<file path="config.mk">
export PLATFORM = sky130hd
export DESIGN_NAME = updown_counter_ctl
export DESIGN_NICKNAME = d
export VERILOG_FILES = /design/src/rtl/counter_pkg.sv /design/src/rtl/counter_prescaler.sv /design/src/rtl/updown_counter_ctl.sv
export SDC_FILE = /design/constraint.sdc
export NUM_CORES = 1
export LEC_CHECK = 0
export ABC_AREA = 1
export BUFFER_PORTS_ARGS = -buffer_cell sky130_fd_sc_hd__buf_2
export CORE_ASPECT_RATIO = 1.25
export CORE_MARGIN = 2
export CORE_UTILIZATION = 45
export CTS_CLUSTER_DIAMETER = 200
export CTS_CLUSTER_SIZE = 14
export DETAILED_ROUTE_END_ITERATION = 16
export PLACE_DENSITY = 0.72
export SYNTH_ARGS = -nofsm -noshare
export SYNTH_HDL_FRONTEND = slang
export SYNTH_SLANG_ARGS = --single-unit
</file>
<file path="constraint.sdc">
create_clock -name clk -period 2.1 [get_ports clk]
set_clock_uncertainty 0.1 [all_clocks]
set_input_delay 0.42 -clock clk [delete_from_list [all_inputs] [get_ports clk]]
set_output_delay 0.42 -clock clk [all_outputs]
set_load 0.005 [all_outputs]
</file>
<file path="src/rtl/counter_pkg.sv">
// Shared encodings for the up/down counter: direction, speed select and bound mode.
package counter_pkg;

  localparam logic DIR_UP   = 1'b0;
  localparam logic DIR_DOWN = 1'b1;

  localparam logic [1:0] SPD_X1      = 2'd0;
  localparam logic [1:0] SPD_X2      = 2'd1;
  localparam logic [1:0] SPD_X2_SLOW = 2'd2;
  localparam logic [1:0] SPD_X3      = 2'd3;

  localparam logic MODE_WRAP = 1'b0;
  localparam logic MODE_SAT  = 1'b1;

endpackage

</file>
<file path="src/rtl/counter_prescaler.sv">
// Rate divider: asserts step once every 2^(spd*SHIFT) enabled clocks.
// Pausing holds the interval position; clr restarts it.
module counter_prescaler #(
  parameter int unsigned SHIFT = 4
) (
  input  logic       clk,
  input  logic       reset,
  input  logic       en,
  input  logic       clr,
  input  logic [1:0] spd,
  output logic       step
);

  localparam int unsigned PW = 3 * SHIFT;

  logic [PW-1:0] pre;
  logic [PW:0]   div;
  logic [PW-1:0] lim;

  // One extra bit keeps 2^(3*SHIFT) representable before subtracting one.
  always_comb begin
    div  = (PW+1)'(1) << (32'(spd) * SHIFT);
    lim  = PW'(div - (PW+1)'(1));
    step = en && !clr && (pre >= lim);
  end

  always_ff @(posedge clk or negedge reset) begin
    if (!reset) begin
      pre <= '0;
    end else if (clr) begin
      pre <= '0;
    end else if (en) begin
      pre <= step ? '0 : pre + PW'(1);
    end
  end

endmodule

</file>
<file path="src/rtl/updown_counter_ctl.sv">
// Up/down counter with run/pause, selectable rate, wrap/saturate bound and sync load.
// q, tick and tc are all registered on the same edge.
module updown_counter_ctl
  import counter_pkg::*;
#(
  parameter int unsigned N       = 8,
  parameter int unsigned MOD_MAX = 255,
  parameter int unsigned SHIFT   = 4
) (
  input  logic         clk,
  input  logic         reset,
  input  logic         en,
  input  logic         ud,
  input  logic [1:0]   spd,
  input  logic         sat,
  input  logic         load,
  input  logic [N-1:0] din,
  output logic [N-1:0] q,
  output logic         tick,
  output logic         tc
);

  localparam logic [N-1:0] MAX_Q = N'(MOD_MAX);

  logic         step;
  logic [N-1:0] q_nxt;
  logic         tick_nxt;
  logic         tc_nxt;

  counter_prescaler #(
    .SHIFT (SHIFT)
  ) u_prescaler (
    .clk   (clk),
    .reset (reset),
    .en    (en),
    .clr   (load),
    .spd   (spd),
    .step  (step)
  );

  // Next count: load beats step; bounds compared explicitly, no reliance on overflow.
  always_comb begin
    q_nxt    = q;
    tick_nxt = 1'b0;
    tc_nxt   = 1'b0;
    if (load) begin
      q_nxt = (din > MAX_Q) ? MAX_Q : din;
    end else if (step) begin
      tick_nxt = 1'b1;
      if (ud == DIR_UP) begin
        if (q >= MAX_Q) begin
          tc_nxt = 1'b1;
          q_nxt  = (sat == MODE_SAT) ? q : '0;
        end else begin
          q_nxt = q + N'(1);
        end
      end else begin
        if (q == '0) begin
          tc_nxt = 1'b1;
          q_nxt  = (sat == MODE_SAT) ? q : MAX_Q;
        end else begin
          q_nxt = q - N'(1);
        end
      end
    end
  end

  always_ff @(posedge clk or negedge reset) begin
    if (!reset) begin
      q    <= '0;
      tick <= 1'b0;
      tc   <= 1'b0;
    end else begin
      q    <= q_nxt;
      tick <= tick_nxt;
      tc   <= tc_nxt;
    end
  end

endmodule
</file>
* Yosys cells after proc, flatten, opt, wreduce, memory -nomap -nowiden
Index checks and enable logic that the tools add are counted.
** Word-level totals
- Flip-flop bits (word level) :: 22
- Input port bits :: 16
** Operators by class
- $add $sub $neg :: 4
- $lt $le $gt $ge :: 3
- Eq/ne operators :: 2
- Shifts and indexed selects :: 1
- Muxes and demuxes :: 18
- Reductions and logical operators :: 7
** Operator list (number)
- 2-to-1 mux 8 bit :: 8
- 2-to-1 mux 12 bit :: 3
- adder 12 x 1 -> 12 bit (second input constant) :: 1
- greater-or-equal comparator 12 bit :: 1
- << shifter 1 x 4 -> 12 bit (first input constant) :: 1
- subtractor 12 x 1 -> 12 bit (second input constant) :: 1
- adder 8 x 1 -> 8 bit (second input constant) :: 1
- greater-or-equal comparator 8 bit (second input constant) :: 1
- greater-than comparator 8 bit (second input constant) :: 1
- zero test 8 bit :: 1
- inequality test 4 bit (second input constant) :: 2
- subtractor 8 x 1 -> 8 bit (second input constant) :: 1
- 2-to-1 mux 1 bit :: 7
- nonzero test 2 bit :: 2
- AND reduction 3 bit :: 1
- logical AND 1 bit :: 2
- zero test 1 bit :: 1

* Logic depth before layout (Yosys ltp)
Gate-level depths: netlist of the first run.
- Depth after elaboration :: 7
- Gate-level depth with buffers :: 16
- Depth with buffers taken out :: 16

* Modules after synthesis
From an unflattened synthesis of the first run, not the netlist that was laid out.
** Second synthesis, totals
- Cells, all modules :: 319
- Area, all modules :: 2124.5 sq um
** By module, submodules not included
- counter_prescaler :: times used 1, cells an instance 163, area an instance 1112.3 sq um, sequential area each 300.3 sq um
- updown_counter_ctl :: times used 1, cells an instance 156, area an instance 1012.2 sq um, sequential area each 250.2 sq um

* Worst setup path after synthesis of the first run
No wires, ideal clock.
- Path type :: input-to-reg
- Start point :: in spd[1]
- End point :: reg q[4]
- Library setup time :: 0.117 ns
- Data arrival time :: 2.003 ns
- Required time :: 1.883 ns
- Slack :: -0.120 ns
- Stages :: 16
- Path buffers :: 1
- Path through :: nor2_1 inv_1 ha_1 inv_1 ha_1 nand2_1 nand2_1 nand2_1 nand2_1 a21oi_1 nand2_2 nand2_4 nand2_4 buf_6 nand3_1 nand2_1
** On the way
- Longest elaborated chain between the ends :: 6
** Ends and longest elaborated chain
- start: declaration :: RTL line updown_counter_ctl.sv:14 : input logic [1:0] spd,
- << shifter 1 x 4 -> 12 bit :: RTL line counter_prescaler.sv:22 : div = (PW+1)'(1) << (32'(spd) * SHIFT);
- subtractor 12 x 1 -> 12 bit :: RTL line counter_prescaler.sv:23 : lim = PW'(div - (PW+1)'(1));
- greater-or-equal comparator 12 bit :: RTL line counter_prescaler.sv:24 : step = en && !clr && (pre >= lim);
- logical AND 1 bit :: RTL line counter_prescaler.sv:24
- nonzero test 2 bit (no source line)
- AND reduction 3 bit (no source line)
- end signal: assignment :: RTL line updown_counter_ctl.sv:74 : q <= q_nxt;
- end: declaration :: RTL line updown_counter_ctl.sv:18 : output logic [N-1:0] q,
Every way passes these cells.
A chain may end at the register's enable or synchronous reset.

* Worst setup path in the final report of the first run
- Start point :: in spd[0]
- End point :: reg q[6]
The elaborated chain is that of the path after synthesis.

==> results of run 1 <==
## state kept, by name, indices dropped and copies added (netlist names)
name	count
u_prescaler.pre	12
q	8
tc	1
tick	1
## power groups by stage
stage               clock [mW]  sequential, mW  combinational (mW)
floorplan                    0           0.515               0.303
global placement             0           0.542               0.394
detailed placement           0           0.542               0.404
CTS                      0.307           0.535               0.406
global route             0.326           0.544               0.486
finish                   0.304           0.536               0.419
## area by class of cell
cell class | count | area (um2)
Sequential cell | 22 | 550.5
Multi-Input combinational cell | 225 | 1291
Fill cell | 428 | 1807
Tap cell | 56 | 70.07
Clock buffer | 4 | 55.05
Inverter | 43 | 166.4
Timing Repair Buffer | 33 | 191.4
## cell families (layout without fill, tap and decap cells)
logic type                 Yosys count  count (layout)  synth area share (%)
and+or+nand+nor                    176             176                 40.47
buffers and inverters               49              80                 10.20
AOI/OAI and AO/OA                   25              25                 7.330
DFF                                 22              22                 28.04
adders and majority gates           17              17                 10.83
xor gates and xnor gates             7               7                 3.123
## per-layer routing
metal / GRT usage, % / wire [um] / vias up
li1: - / - / 997
met5: 0 / 0 / -
met1: 21.85 / 1936 / 876
met3: 1.159 / 111 / 9
met2: 36.60 / 2476 / 42
met4: 9.556 / 106 / 0
## what timing repair did
action / 4_1_cts / 5_1_grt
endpoints found under the setup margin: 0 / 9
hold buffers: 0 / 0
resized for setup: 0 / 13
setup buffers: 0 / 1
## cell usage after synthesis
cell,number
dfrtp_1,22
buf_4,1
nand2_2,3
o22ai_1,3
inv_1,38
nor3_2,2
buf_2,4
nand2_4,3
nor2_2,4
a21oi_4,1
nand3_4,2
nand3_2,1
buf_6,1
nand3_1,26
o21ai_0,10
xor2_1,7
nor2_1,37
a41oi_1,1
nor3_1,2
inv_2,5
ha_1,17
nand2_1,91
a21oi_1,10
nand4_1,5
## worst max-delay path by stage
stage	startpoint	endpoint	depth (start not counted)
after floorplan	spd[1]	q[4]	16
after global placement	spd[1]	q[5]	17
after detailed placement	spd[1]	q[6]	17
after CTS	spd[1]	q[6]	17
after global routing	spd[0]	q[5]	14
final	spd[0]	q[6]	17
## stage by stage
step                      setup TNS, ps  total power [mW]  worst slack (ps)
after global placement            -2476            0.9357            -184.7
after CTS                             0             1.248             49.32
after floorplan                       0            0.8178             8.104
final                                 0             1.259             110.7
after global routing             -24.74             1.355            -13.77
after detailed placement          -2831            0.9451            -212.1
==> metrics, run 1 <==
Leak=1.237 nW; final std cells w/o fill=383; Max clock buf depth=2; die area=4910 um2; crit-path most repeated cell=nand2_1; 1st-pass router iterations=4; period utilization=94.73%; sequential fraction of design power=42.5%; Worst path max stage delay=190 ps; Starting Density=47.52%; syn nets=329; synth unique cells=24; maximum vdd drop=0.2552 mV; reg-to-reg endpoint=q[6]; cells on worst reg2reg path=12; DP Cell Count=378; grt total ovfl=0; number of port buffers=25; io pins=26; Tmin final=1989 ps; clk sink count=22; Seq/Total Area, Yosys=28.04%; die width=63.08 um; Hold/Removal Path Class=in -> async; worst r2r src=u_prescaler.pre[11]; crit-path leading delay family=simple AND/OR/NAND/NOR gates; Worst-Margin Slew=484.6 ps; area leader, netlist=dfrtp_1; Post-Syn Area=1963 um2; global-route usage over all layers=19.44%; Crit-path slowest cell=ha_4; Cell Pwr Density=541.5 nW/um2; die span in y=77.85 um; CTS root buf=clkbuf_8; average size of a mapped cell=6.632 um2; share of cells above drive strength 1=20.18%; clock buffer count from CTS=3; Setup violations, final=0; Int Pwr=0.7939 mW; Layout area overhead=18.42%; Critical Path RT=2160 ps; CTS tree=yes; largest net degree at the start of global routing=23; post-route ant nets=0; Worst-Skew Late Latency=260 ps; reg-to-reg slack, setup=160 ps; DP HPWL=3.632 mm; initial antenna violation count=0; Post-Route WL=4.630 mm; post-route cell area=2325 um2; sw frac=36.93%; Antenna diodes=0; Rel. slew slack=67.69%; Final Net Count=361; Cells after Synth=296; # rows=26; CP Class=in -> reg; routability cong.=0.9125; Area after DPL=2183 um2; vias per cell=5.023; fmax=502.7 MHz; top area cells in the synthesized netlist=dfrtp_1, nand2_1, ha_1, inv_1, nor2_1; first-pass GRT wire length=7.693 mm; crit start category=primary input; Final Hold Viols=0; vias in the first global route=1860; Max Cap Violations=0; Comb pwr share=33.3%; wire per inst=12.09 um; outcome=complete, no violations; Worst Hold Slack=4.733 ps; post-synth top area share=28.04%; most frequent cells in the layout=nand2_1, inv_1, nor2_1, nand3_1, buf_2; crit path cell chain=buf_2 > nor2_4 > inv_2 > ha_4 > inv_6 > ha_4 > nand2_1 > nand2_1 > nand2_1 > nand2_1 > a21oi_2 > nand2_2 > nand2_4 > buf_6 > a21oi_4 > nand2_1 > nand2_1; CTS clk-pin slew, worst paths=80 ps; H-tree Lvls=1; NetSw=0.4649 mW; Crit Path Max Fanout=4; #FFs+latches synth=22; Ys Warns=0; final core utilization=56.27%; Core ar.=4131 um2; Detailed Route Iter0 Violations=54; crit path DAT=2050 ps; Buf+Inv Stages, Crit Path=4; commonest non-fill, non-tap cell in the layout=nand2_1; Clk pwr share=24.2%; crit path capture type=flip-flop; Remaining DRCs=0; fin. max-slew vios=0; DR vias=1924
No activity file was read; power rests on OpenSTA's default activity.
==> inputs of run 2 (changes only) <==
Settings changed: PLACE_DENSITY 0.72 to 0.66, SKIP_LAST_GASP from default to 1.
==> metrics, run 2 (synthesis results as in run 1) <==
worst r2r src=u_prescaler.pre[11]; post-route ant nets=0; sequential fraction of design power=42.7%; Critical Path RT=2200 ps; largest net degree at the start of global routing=23; reg-to-reg endpoint=q[7]; # rows=26; Worst-Margin Slew=499.3 ps; setup TNS=0 ps; clock buffer count from CTS=3; DP HPWL=3.646 mm; wire per inst=12.06 um; Leak=1.244 nW; Reg with most FFs=u_prescaler.pre; Remaining DRCs=0; commonest non-fill, non-tap cell in the layout=nand2_1; final core utilization=56.36%; worst slack at placement=-176.7 ps; 1st-pass router iterations=4; Layout area overhead=18.61%; CTS clk-pin slew, worst paths=80 ps; crit path DAT=2070 ps; Rel. slew slack=66.72%; clk sink count=22; Highest Signal Layer=met4; Crit Path Max Fanout=4; setup ws final=134.9 ps; final std cells w/o fill=383; reg-to-reg slack, setup=190 ps; Pwr Total=1.255 mW; met1 wire length=1.957 mm; Max clock buf depth=2; Detailed Route Iter0 Violations=55; Worst-Skew Late Latency=260 ps; crit-path most repeated cell=nand2_1; Max Cap Violations=0; crit path capture type=flip-flop; Worst path max stage delay=260 ps; io pins=26; fmax=508.9 MHz; fin. max-slew vios=0; Area after DPL=2188 um2; die span in y=77.85 um; CP Class=in -> reg; Crit-path slowest cell=ha_1; initial antenna violation count=0; routability cong.=0.9444; sw frac=36.92%; Tmin final=1965 ps; Hold/Removal Path Class=in -> async; DP Cell Count=377; most frequent cells in the layout=nand2_1, inv_1, nor2_1, nand3_1, buf_2; outcome=complete, no violations; vias per cell=4.979; crit path cell chain=buf_2 > inv_1 > nand2_1 > ha_4 > inv_4 > ha_1 > nand2_1 > inv_1 > nand2_1 > nor2_1 > nand2_1 > nand2_2 > nand2_4 > buf_12 > a21oi_4 > nand2_1 > nand2_1; Setup violations, final=0; die area=4910 um2; CTS root buf=clkbuf_8; vias in the first global route=1737; Post-Route WL=4.620 mm; Buf+Inv Stages, Crit Path=5; Final Net Count=361; biggest regs=u_prescaler.pre (12), q (8); Int Pwr=0.7917 mW; WL met3=93 um; crit start category=primary input; Antenna diodes=0; grt total ovfl=0; maximum vdd drop=0.2135 mV; crit-path leading delay family=simple AND/OR/NAND/NOR gates; cells on worst reg2reg path=12; Clk pwr share=24.1%; period utilization=93.58%; NetSw=0.4635 mW; first-pass GRT wire length=7.665 mm; Comb pwr share=33.2%; post-route cell area=2328 um2; number of port buffers=25; Core ar.=4131 um2; Cell Pwr Density=539.1 nW/um2; die width=63.08 um; CTS tree=yes; Worst Hold Slack=13.04 ps; Final Hold Viols=0; share of cells above drive strength 1=20.80%; DR vias=1907; H-tree Lvls=1; number of flip-flops in the largest register=12; global-route usage over all layers=19.80%; metal2 WL=2.365 mm; Starting Density=47.52%
==> run 2: layer usage <==
metal,GRT usage (%),vias to the layer above
met5,0,-
met4,11.56,0
met3,1.594,14
met2,35.85,34
met1,22.49,865
li1,-,994
==> run 2: area by class of cell <==
| cell class | count | area (um2) |
|---|---|---|
| Fill cell | 438 | 1803 |
| Tap cell | 56 | 70.07 |
| Inverter | 43 | 163.9 |
| Multi-Input combinational cell | 226 | 1299 |
| Clock buffer | 4 | 55.05 |
| Sequential cell | 22 | 550.5 |
| Timing Repair Buffer | 32 | 190.2 |
==> run 2: worst max-delay path by stage <==
stage	end	cells after the start	start	slack, ps
final	q[7]	17	spd[1]	130
after global routing	q[5]	17	spd[1]	-10
after CTS	q[5]	15	spd[1]	100
after detailed placement	q[7]	15	spd[1]	-180
after global placement	q[7]	15	spd[1]	-140
after floorplan	q[4]	16	spd[1]	8
==> run 2: power groups by stage <==
stage                     registers [mW]  clock network, mW  logic, mW
final                              0.536              0.302      0.417
after CTS                          0.535              0.313      0.408
after floorplan                    0.515                  0      0.303
after global routing               0.545              0.332      0.482
after global placement             0.542                  0      0.395
after detailed placement           0.543                  0      0.407
==> run 2: what timing repair did <==
item,in CTS,in global routing
hold buffers,0,0
setup buffers,0,1
endpoints found under the setup margin,0,10
endpoints found under the hold margin,0,0
gates resized for setup,0,12
